<file path="config.mk">
export PLATFORM = sky130hd
export DESIGN_NAME = vga_fb_arbiter_flat
export DESIGN_NICKNAME = d
export VERILOG_FILES = /design/src/rtl/vga_pkg.sv /design/src/rtl/vga_fb_arbiter_if.sv /design/src/rtl/vga_fb_arbiter.sv /design/src/flat_wrapper.sv
export SDC_FILE = /design/constraint.sdc
export NUM_CORES = 1
export LEC_CHECK = 0
export BUFFER_PORTS_ARGS = -buffer_cell sky130_fd_sc_hd__buf_4
export CAP_MARGIN = 15
export CORE_ASPECT_RATIO = 1.1
export CORE_MARGIN = 2
export CORE_UTILIZATION = 45
export DETAILED_ROUTE_END_ITERATION = 8
export MAX_ROUTING_LAYER = met4
export PLACE_DENSITY = 0.92
export REMOVE_ABC_BUFFERS = 1
export SLEW_MARGIN = 20
export SYNTH_ARGS = -nofsm -noshare
export SYNTH_HDL_FRONTEND = slang
export SYNTH_SLANG_ARGS = --single-unit
export TNS_END_PERCENT = 20
</file>
<file path="constraint.sdc">
create_clock -name clk_i -period 6.6 [get_ports clk_i]
set_input_delay 1.98 -clock clk_i [delete_from_list [all_inputs] [get_ports clk_i]]
set_output_delay 1.98 -clock clk_i [all_outputs]
set_load 0.05 [all_outputs]
</file>
<file path="src/rtl/vga_pkg.sv">
// rtl/vga_pkg.sv - shared frame-buffer constants and arbiter state encoding
//
// Purpose: shared by the frame-buffer arbiter, the VGA timing generator and
//          the pattern writer so that all agree on pixel/address geometry.
// Contents:
//   DATA_W_DEF   - pixel width (RGB444)
//   ADDR_W_DEF   - frame-buffer address width
//   FB_WORDS_DEF - pixels per frame (320x240)
//   fb_state_e   - arbiter sequencing states
package vga_pkg;

  localparam int DATA_W_DEF   = 12;
  localparam int ADDR_W_DEF   = 17;
  localparam int FB_WORDS_DEF = 76800;

  typedef enum logic [1:0] {
    ST_IDLE  = 2'd0,
    ST_CLEAR = 2'd1,
    ST_FILL  = 2'd2,
    ST_RUN   = 2'd3
  } fb_state_e;

endpackage

</file>
<file path="src/rtl/vga_fb_arbiter_if.sv">
// rtl/vga_fb_arbiter_if.sv - writer, display-fetch and RAM bus bundle
//
// Purpose: groups the three buses the frame-buffer arbiter sits between.
// Signals (suffixes are from the arbiter's point of view):
//   wr_valid_i/wr_ready_o/wr_addr_i/wr_data_i   - pixel writer handshake
//   rd_req_i/rd_addr_i/rd_data_o/rd_valid_o     - display pixel fetch
//   mem_en_o/mem_we_o/mem_addr_o/mem_wdata_o    - single-port RAM request
//   mem_rdata_i                                 - RAM read data (1-cycle latency)
// Modports: slave = arbiter, master = surrounding writer/display/RAM.
interface vga_fb_arbiter_if
  import vga_pkg::*;
#(
  parameter int DATA_W = DATA_W_DEF,
  parameter int ADDR_W = ADDR_W_DEF
) ();

  logic              wr_valid_i;
  logic              wr_ready_o;
  logic [ADDR_W-1:0] wr_addr_i;
  logic [DATA_W-1:0] wr_data_i;

  logic              rd_req_i;
  logic [ADDR_W-1:0] rd_addr_i;
  logic [DATA_W-1:0] rd_data_o;
  logic              rd_valid_o;

  logic              mem_en_o;
  logic              mem_we_o;
  logic [ADDR_W-1:0] mem_addr_o;
  logic [DATA_W-1:0] mem_wdata_o;
  logic [DATA_W-1:0] mem_rdata_i;

  modport slave (
    input  wr_valid_i, wr_addr_i, wr_data_i,
    input  rd_req_i, rd_addr_i,
    input  mem_rdata_i,
    output wr_ready_o, rd_data_o, rd_valid_o,
    output mem_en_o, mem_we_o, mem_addr_o, mem_wdata_o
  );

  modport master (
    output wr_valid_i, wr_addr_i, wr_data_i,
    output rd_req_i, rd_addr_i,
    output mem_rdata_i,
    input  wr_ready_o, rd_data_o, rd_valid_o,
    input  mem_en_o, mem_we_o, mem_addr_o, mem_wdata_o
  );

endinterface

</file>
<file path="src/rtl/vga_fb_arbiter.sv">
// rtl/vga_fb_arbiter.sv - frame-buffer sequencer and single-port RAM arbiter
//
// Purpose: fills the frame buffer from the pixel writer with the display off,
//          then enables VGA timing and shares the RAM, display reads first.
// Ports:
//   clk_i, rstn_i  - clock, asynchronous active-low reset
//   en_i           - sequence enable; low returns to IDLE on the next edge
//   vga_en_o       - enable to the VGA timing generator (high in RUN)
//   write_done_o   - fill complete level (high in RUN)
//   bus            - writer / display fetch / RAM bundle (slave modport)
// Optional feature: define VGA_FB_CLEAR_EN to sweep CLEAR_COLOR over the
//   whole buffer before the writer fill starts.
module vga_fb_arbiter
  import vga_pkg::*;
#(
  parameter int          DATA_W      = DATA_W_DEF,
  parameter int          ADDR_W      = ADDR_W_DEF,
  parameter int          FB_WORDS    = FB_WORDS_DEF,
  parameter logic [11:0] CLEAR_COLOR = 12'h000
) (
  input  logic             clk_i,
  input  logic             rstn_i,
  input  logic             en_i,
  output logic             vga_en_o,
  output logic             write_done_o,
  vga_fb_arbiter_if.slave  bus
);

  // One extra bit so the counter can hold FB_WORDS itself after the fill.
  typedef logic [ADDR_W:0] cnt_t;
  localparam cnt_t LAST_IDX = cnt_t'(FB_WORDS - 1);
  localparam logic [DATA_W-1:0] CLEAR_PIX = DATA_W'(CLEAR_COLOR);

  fb_state_e state_q, state_d;
  cnt_t      cnt_q, cnt_d;
  logic      rd_valid_q, rd_valid_d;

  logic              wr_ready;
  logic              mem_en;
  logic              mem_we;
  logic [ADDR_W-1:0] mem_addr;
  logic [DATA_W-1:0] mem_wdata;

  always_ff @(posedge clk_i or negedge rstn_i) begin
    if (!rstn_i) begin
      state_q    <= ST_IDLE;
      cnt_q      <= '0;
      rd_valid_q <= 1'b0;
    end else begin
      state_q    <= state_d;
      cnt_q      <= cnt_d;
      rd_valid_q <= rd_valid_d;
    end
  end

  always_comb begin
    state_d    = state_q;
    cnt_d      = cnt_q;
    rd_valid_d = 1'b0;
    wr_ready   = 1'b0;
    mem_en     = 1'b0;
    mem_we     = 1'b0;
    mem_addr   = '0;
    mem_wdata  = '0;

    case (state_q)
      ST_IDLE: begin
        cnt_d = '0;
        if (en_i) begin
`ifdef VGA_FB_CLEAR_EN
          state_d = ST_CLEAR;
`else
          state_d = ST_FILL;
`endif
        end
      end

      // The counter doubles as the sweep address while clearing.
      ST_CLEAR: begin
        mem_en    = 1'b1;
        mem_we    = 1'b1;
        mem_addr  = cnt_q[ADDR_W-1:0];
        mem_wdata = CLEAR_PIX;
`ifdef VGA_FB_CLEAR_EN
        if (cnt_q == LAST_IDX) begin
          state_d = ST_FILL;
          cnt_d   = '0;
        end else begin
          cnt_d = cnt_q + cnt_t'(1);
        end
`else
        state_d = ST_IDLE;
`endif
      end

      ST_FILL: begin
        wr_ready = 1'b1;
        if (bus.wr_valid_i) begin
          mem_en    = 1'b1;
          mem_we    = 1'b1;
          mem_addr  = bus.wr_addr_i;
          mem_wdata = bus.wr_data_i;
          cnt_d     = cnt_q + cnt_t'(1);
          if (cnt_q == LAST_IDX) begin
            state_d = ST_RUN;
          end
        end
      end

      // Display reads pre-empt the writer combinationally; the writer holds
      // its beat until a cycle with no fetch.
      ST_RUN: begin
        rd_valid_d = bus.rd_req_i;
        if (bus.rd_req_i) begin
          mem_en   = 1'b1;
          mem_addr = bus.rd_addr_i;
        end else begin
          wr_ready = 1'b1;
          if (bus.wr_valid_i) begin
            mem_en    = 1'b1;
            mem_we    = 1'b1;
            mem_addr  = bus.wr_addr_i;
            mem_wdata = bus.wr_data_i;
          end
        end
      end

      default: begin
        state_d = ST_IDLE;
        cnt_d   = '0;
      end
    endcase

    if (!en_i) begin
      state_d = ST_IDLE;
      cnt_d   = '0;
    end
  end

  assign bus.wr_ready_o  = wr_ready;
  assign bus.mem_en_o    = mem_en;
  assign bus.mem_we_o    = mem_we;
  assign bus.mem_addr_o  = mem_addr;
  assign bus.mem_wdata_o = mem_wdata;
  assign bus.rd_valid_o  = rd_valid_q;
  assign bus.rd_data_o   = rd_valid_q ? bus.mem_rdata_i : '0;

  assign write_done_o = (state_q == ST_RUN);
  assign vga_en_o     = (state_q == ST_RUN);

endmodule

</file>
<file path="src/flat_wrapper.sv">
// flat-port wrapper written by rule: the top's interface ports become plain ports
module vga_fb_arbiter_flat import vga_pkg::*;
#(
  parameter int          DATA_W      = DATA_W_DEF,
  parameter int          ADDR_W      = ADDR_W_DEF,
  parameter int          FB_WORDS    = FB_WORDS_DEF,
  parameter logic [11:0] CLEAR_COLOR = 12'h000
)
  (clk_i, rstn_i, en_i, vga_en_o, write_done_o, bus_wr_valid_i, bus_wr_addr_i, bus_wr_data_i, bus_rd_req_i, bus_rd_addr_i, bus_mem_rdata_i, bus_wr_ready_o, bus_rd_data_o, bus_rd_valid_o, bus_mem_en_o, bus_mem_we_o, bus_mem_addr_o, bus_mem_wdata_o);
  vga_fb_arbiter_if #(.DATA_W(DATA_W), .ADDR_W(ADDR_W)) bus_i ();
  input  logic clk_i;
  input  logic rstn_i;
  input  logic en_i;
  output logic vga_en_o;
  output logic write_done_o;
  input wire logic [$bits(bus_i.wr_valid_i)-1:0] bus_wr_valid_i;
  input wire logic [$bits(bus_i.wr_addr_i)-1:0] bus_wr_addr_i;
  input wire logic [$bits(bus_i.wr_data_i)-1:0] bus_wr_data_i;
  input wire logic [$bits(bus_i.rd_req_i)-1:0] bus_rd_req_i;
  input wire logic [$bits(bus_i.rd_addr_i)-1:0] bus_rd_addr_i;
  input wire logic [$bits(bus_i.mem_rdata_i)-1:0] bus_mem_rdata_i;
  output wire logic [$bits(bus_i.wr_ready_o)-1:0] bus_wr_ready_o;
  output wire logic [$bits(bus_i.rd_data_o)-1:0] bus_rd_data_o;
  output wire logic [$bits(bus_i.rd_valid_o)-1:0] bus_rd_valid_o;
  output wire logic [$bits(bus_i.mem_en_o)-1:0] bus_mem_en_o;
  output wire logic [$bits(bus_i.mem_we_o)-1:0] bus_mem_we_o;
  output wire logic [$bits(bus_i.mem_addr_o)-1:0] bus_mem_addr_o;
  output wire logic [$bits(bus_i.mem_wdata_o)-1:0] bus_mem_wdata_o;
  assign bus_i.wr_valid_i = bus_wr_valid_i;
  assign bus_i.wr_addr_i = bus_wr_addr_i;
  assign bus_i.wr_data_i = bus_wr_data_i;
  assign bus_i.rd_req_i = bus_rd_req_i;
  assign bus_i.rd_addr_i = bus_rd_addr_i;
  assign bus_i.mem_rdata_i = bus_mem_rdata_i;
  assign bus_wr_ready_o = bus_i.wr_ready_o;
  assign bus_rd_data_o = bus_i.rd_data_o;
  assign bus_rd_valid_o = bus_i.rd_valid_o;
  assign bus_mem_en_o = bus_i.mem_en_o;
  assign bus_mem_we_o = bus_i.mem_we_o;
  assign bus_mem_addr_o = bus_i.mem_addr_o;
  assign bus_mem_wdata_o = bus_i.mem_wdata_o;
  vga_fb_arbiter #(.DATA_W(DATA_W), .ADDR_W(ADDR_W), .FB_WORDS(FB_WORDS), .CLEAR_COLOR(CLEAR_COLOR)) u_core (.clk_i(clk_i), .rstn_i(rstn_i), .en_i(en_i), .vga_en_o(vga_en_o), .write_done_o(write_done_o), .bus(bus_i));
endmodule
</file>
==> reports/qor.yml <==
flow_run:
  max-cap-violations: 0
clock_network:
  ctsHoldBuffers: 0
  cts_root_buf: "clkbuf_8"
  path_clk_slew_ns: 0.08
  clk_latency_ns: 0.26
  clk_path_buf_depth: 2
  clock-sinks: 21
  post_cts_buffers: 0
  htree_levels: 1
  cts_resized: 0
  numCtsBuffers: 3
  cts_tree: "done"
route:
  ant_nets: 0
  drt_iter0_markers: 221
  vias: 2092
  drc_errors: 0
  vias_per_cell: 5.78
  detail_route.wl_per_cell_um: 15.1
  drt-total-wl_um: 5480
  first_pass_iters: 6
finish:
  regArea_um2: 526
  multi_input_area_um2: 1110
  syn2layout_area_growth_pct: 49.3
  fillCellCount: 302
  nets: 382
  final_area_um2: 2600
  drive_gt1_frac: 0.394
  instances_no_fill: 362
  final_cell_mix: "111 x buf_4, 26 x and2_1, 25 x nor2_1, 21 x dfrtp_1, 17 x a222oi_1"
  diodes: 0
  final_common_cell: "buf_4"
synth:
  async_flop_share: 1.00
  ys_ff_latch: 21
  synth-simple-area-share: 0.333
  synth-xor-area-share: 0.0201
  synth.distinct_cells: 41
  synth_edf_count: 0
  yosys_warnings: 0
  synth_ff_type: "dfrtp_1"
  synthAdderAreaFrac: 0.0431
  syn_area_per_cell_um2: 8.14
  syn_area_um2: 1740
  synthMuxAreaShare: 0.0115
  syn_inst: 214
  synth_compound_area_frac: 0.226
  synth_top_family_by_area: "simple AND/OR/NAND/NOR gates"
  yosysSeqAreaShare: 0.302
pwr:
  powerDensity_nw_per_um2: 202
  p_sw_frac: 0.476
  internal_power_w: 0.000275
  seqPwrFrac: 0.272
  switching_power_w: 0.000249
  p_comb_frac: 0.565
  power.total_w: 0.000524
  peakVddDrop_v: 0.000178
  p_leak_nw: 1.20
  clkPwrFrac: 0.163
floorplan:
  ios: 110
  std_cell_rows: 23
  die_area_um2: 4380
  start_util: 0.473
  die_h_um: 69.3
  fp.dieW_um: 63.3
  core_um2: 3680
grt:
  gr-usage-all-layers: 0.253
  grt_pass1_vias: 1946
  grt_max_degree: 22
  antenna_found_initial: 0
  grt-ovfl-total: 0
  grt_pass1_wl_um: 8910
setup_path:
  critical_path_arrival_ns: 3.54
  start_kind: "primary input"
  endpoint_kind: "primary output"
  required_ns: 4.62
  path_max_fanout: 19
  critical_path_class: "primary input to primary output"
sta:
  worst_pin_slew_ns: 0.787
  finalCriticalPeriod_ns: 5.52
  post-route-period-util: 0.837
  finClkSkew_ns: 0.00417
  rsz0062_at_grt: "no"
  setup_viol: 0
  fmax_mhz: 181
  tns_ns: 0
  hold_violations: 0
  slew_headroom: 0.475
  finalMaxSlewViolations: 0
placed_design:
  hpwlAfterDp_um: 4050
  dp_cells: 358
  gp_congestion: 0.805
  placedInstanceArea_um2: 2550
  port_buffers: 109
worst_hold_path:
  hold_path_class: "register to register"
outcome:
  outcome: "completed"
-- final timing paths --
| check | start | end | slack, ns | cells after the start |
|---|---|---|---|---|
| min reg2reg | u_core.cnt_q[17] | u_core.cnt_q[17] | 0.58 | 2 |
| max in group asynchronous | rstn_i | u_core.state_q[0] | 4.79 | 1 |
| max reg2reg | u_core.state_q[1] | u_core.cnt_q[7] | 3.95 | 7 |
| min | u_core.cnt_q[17] | u_core.cnt_q[17] | 0.58 | 2 |
| min in group asynchronous | rstn_i | u_core.cnt_q[10] | 1.59 | 1 |
| max | bus_rd_req_i | bus_mem_addr_o[6] | 1.08 | 7 |
-- critical path, cell delays in order --
cell and delay (ns):
buf_4 0.11, nand2b_1 0.16, a21boi_2 0.51, buf_4 0.32, a222oi_1 0.11, nor2_1 0.13
buf_4 0.21
-- power by group through the flow --
stage	sequential, W	clock, W	combinational, W
2_1_floorplan	0.000142	0	0.000192
3_3_place_gp	0.000145	0	0.000292
3_5_place_dp	0.000145	0	0.000296
4_1_cts	0.000142	0.0000856	0.000297
5_1_grt	0.000144	0.0000891	0.000318
6_report	0.000143	0.0000856	0.000296
-- routing by layer --
layer / GRT usage / wire length (um) / vias to the layer above
met5: - / 0 / -
met4: 0.0459 / 55 / 0
met3: 0.0503 / 548 / 6
met2: 0.455 / 2780 / 101
met1: 0.294 / 2090 / 987
li1: - / - / 998
-- registers in the layout, summed over array words and instances (netlist names) --
register	flops
u_core.state_q	2
u_core.cnt_q	18
u_core.bus.rd_valid_o	1
-- synthesized netlist by cell type, types with 2 or more instances --
cell type,count,share of area
ha_1,6,0.043
a21boi_0,2,0.0086
buf_6,2,0.013
nand3_1,9,0.026
a311oi_1,2,0.010
nand4_1,3,0.011
nand2b_1,2,0.0072
inv_1,7,0.015
dfrtp_1,21,0.30
or4_1,6,0.026
o31ai_1,7,0.030
clkbuf_1,11,0.024
buf_4,2,0.0086
a21oi_1,12,0.034
nand2_1,11,0.024
nor3_1,5,0.014
o21ai_0,7,0.020
xor2_1,2,0.010
nor2_1,25,0.054
a222oi_1,17,0.098
and2_1,26,0.093
and3_1,2,0.0072
nand2_2,2,0.0072
mux2i_1,2,0.011
or3_1,4,0.014
and4_1,3,0.015
xnor2_1,2,0.010
-- stage by stage --
stage	setup slack [ns]	hold slack (ns)	util
3_5_place_dp	1.07	0.564	0.693
3_3_place_gp	1.13	0.533	0.693
2_1_floorplan	0.0972	0.512	-
6_report	1.08	0.581	0.706
5_1_grt	0.913	0.599	0.706
4_1_cts	1.06	0.577	0.706
-- final cells by class --
class                   instances  area share
multi-input cells             169       0.425
repair buffers                111       0.321
flip-flops and latches         21       0.202
well taps                      50      0.0241
clock buffers                   3      0.0159
inverters                       7      0.0101
clock inverters                 1     0.00192
-- kinds of logic after synthesis --
kind of cell             count (synthesis)
multiplexers                             2
adder cells (fa/ha/maj)                  6
flip-flops                              21
XOR/XNOR                                 4
AO/OA/AOI/OAI                           52
AND/OR/NAND/NOR                        105
buffers and inverters                   24
(Power assumes the default switching activity.)
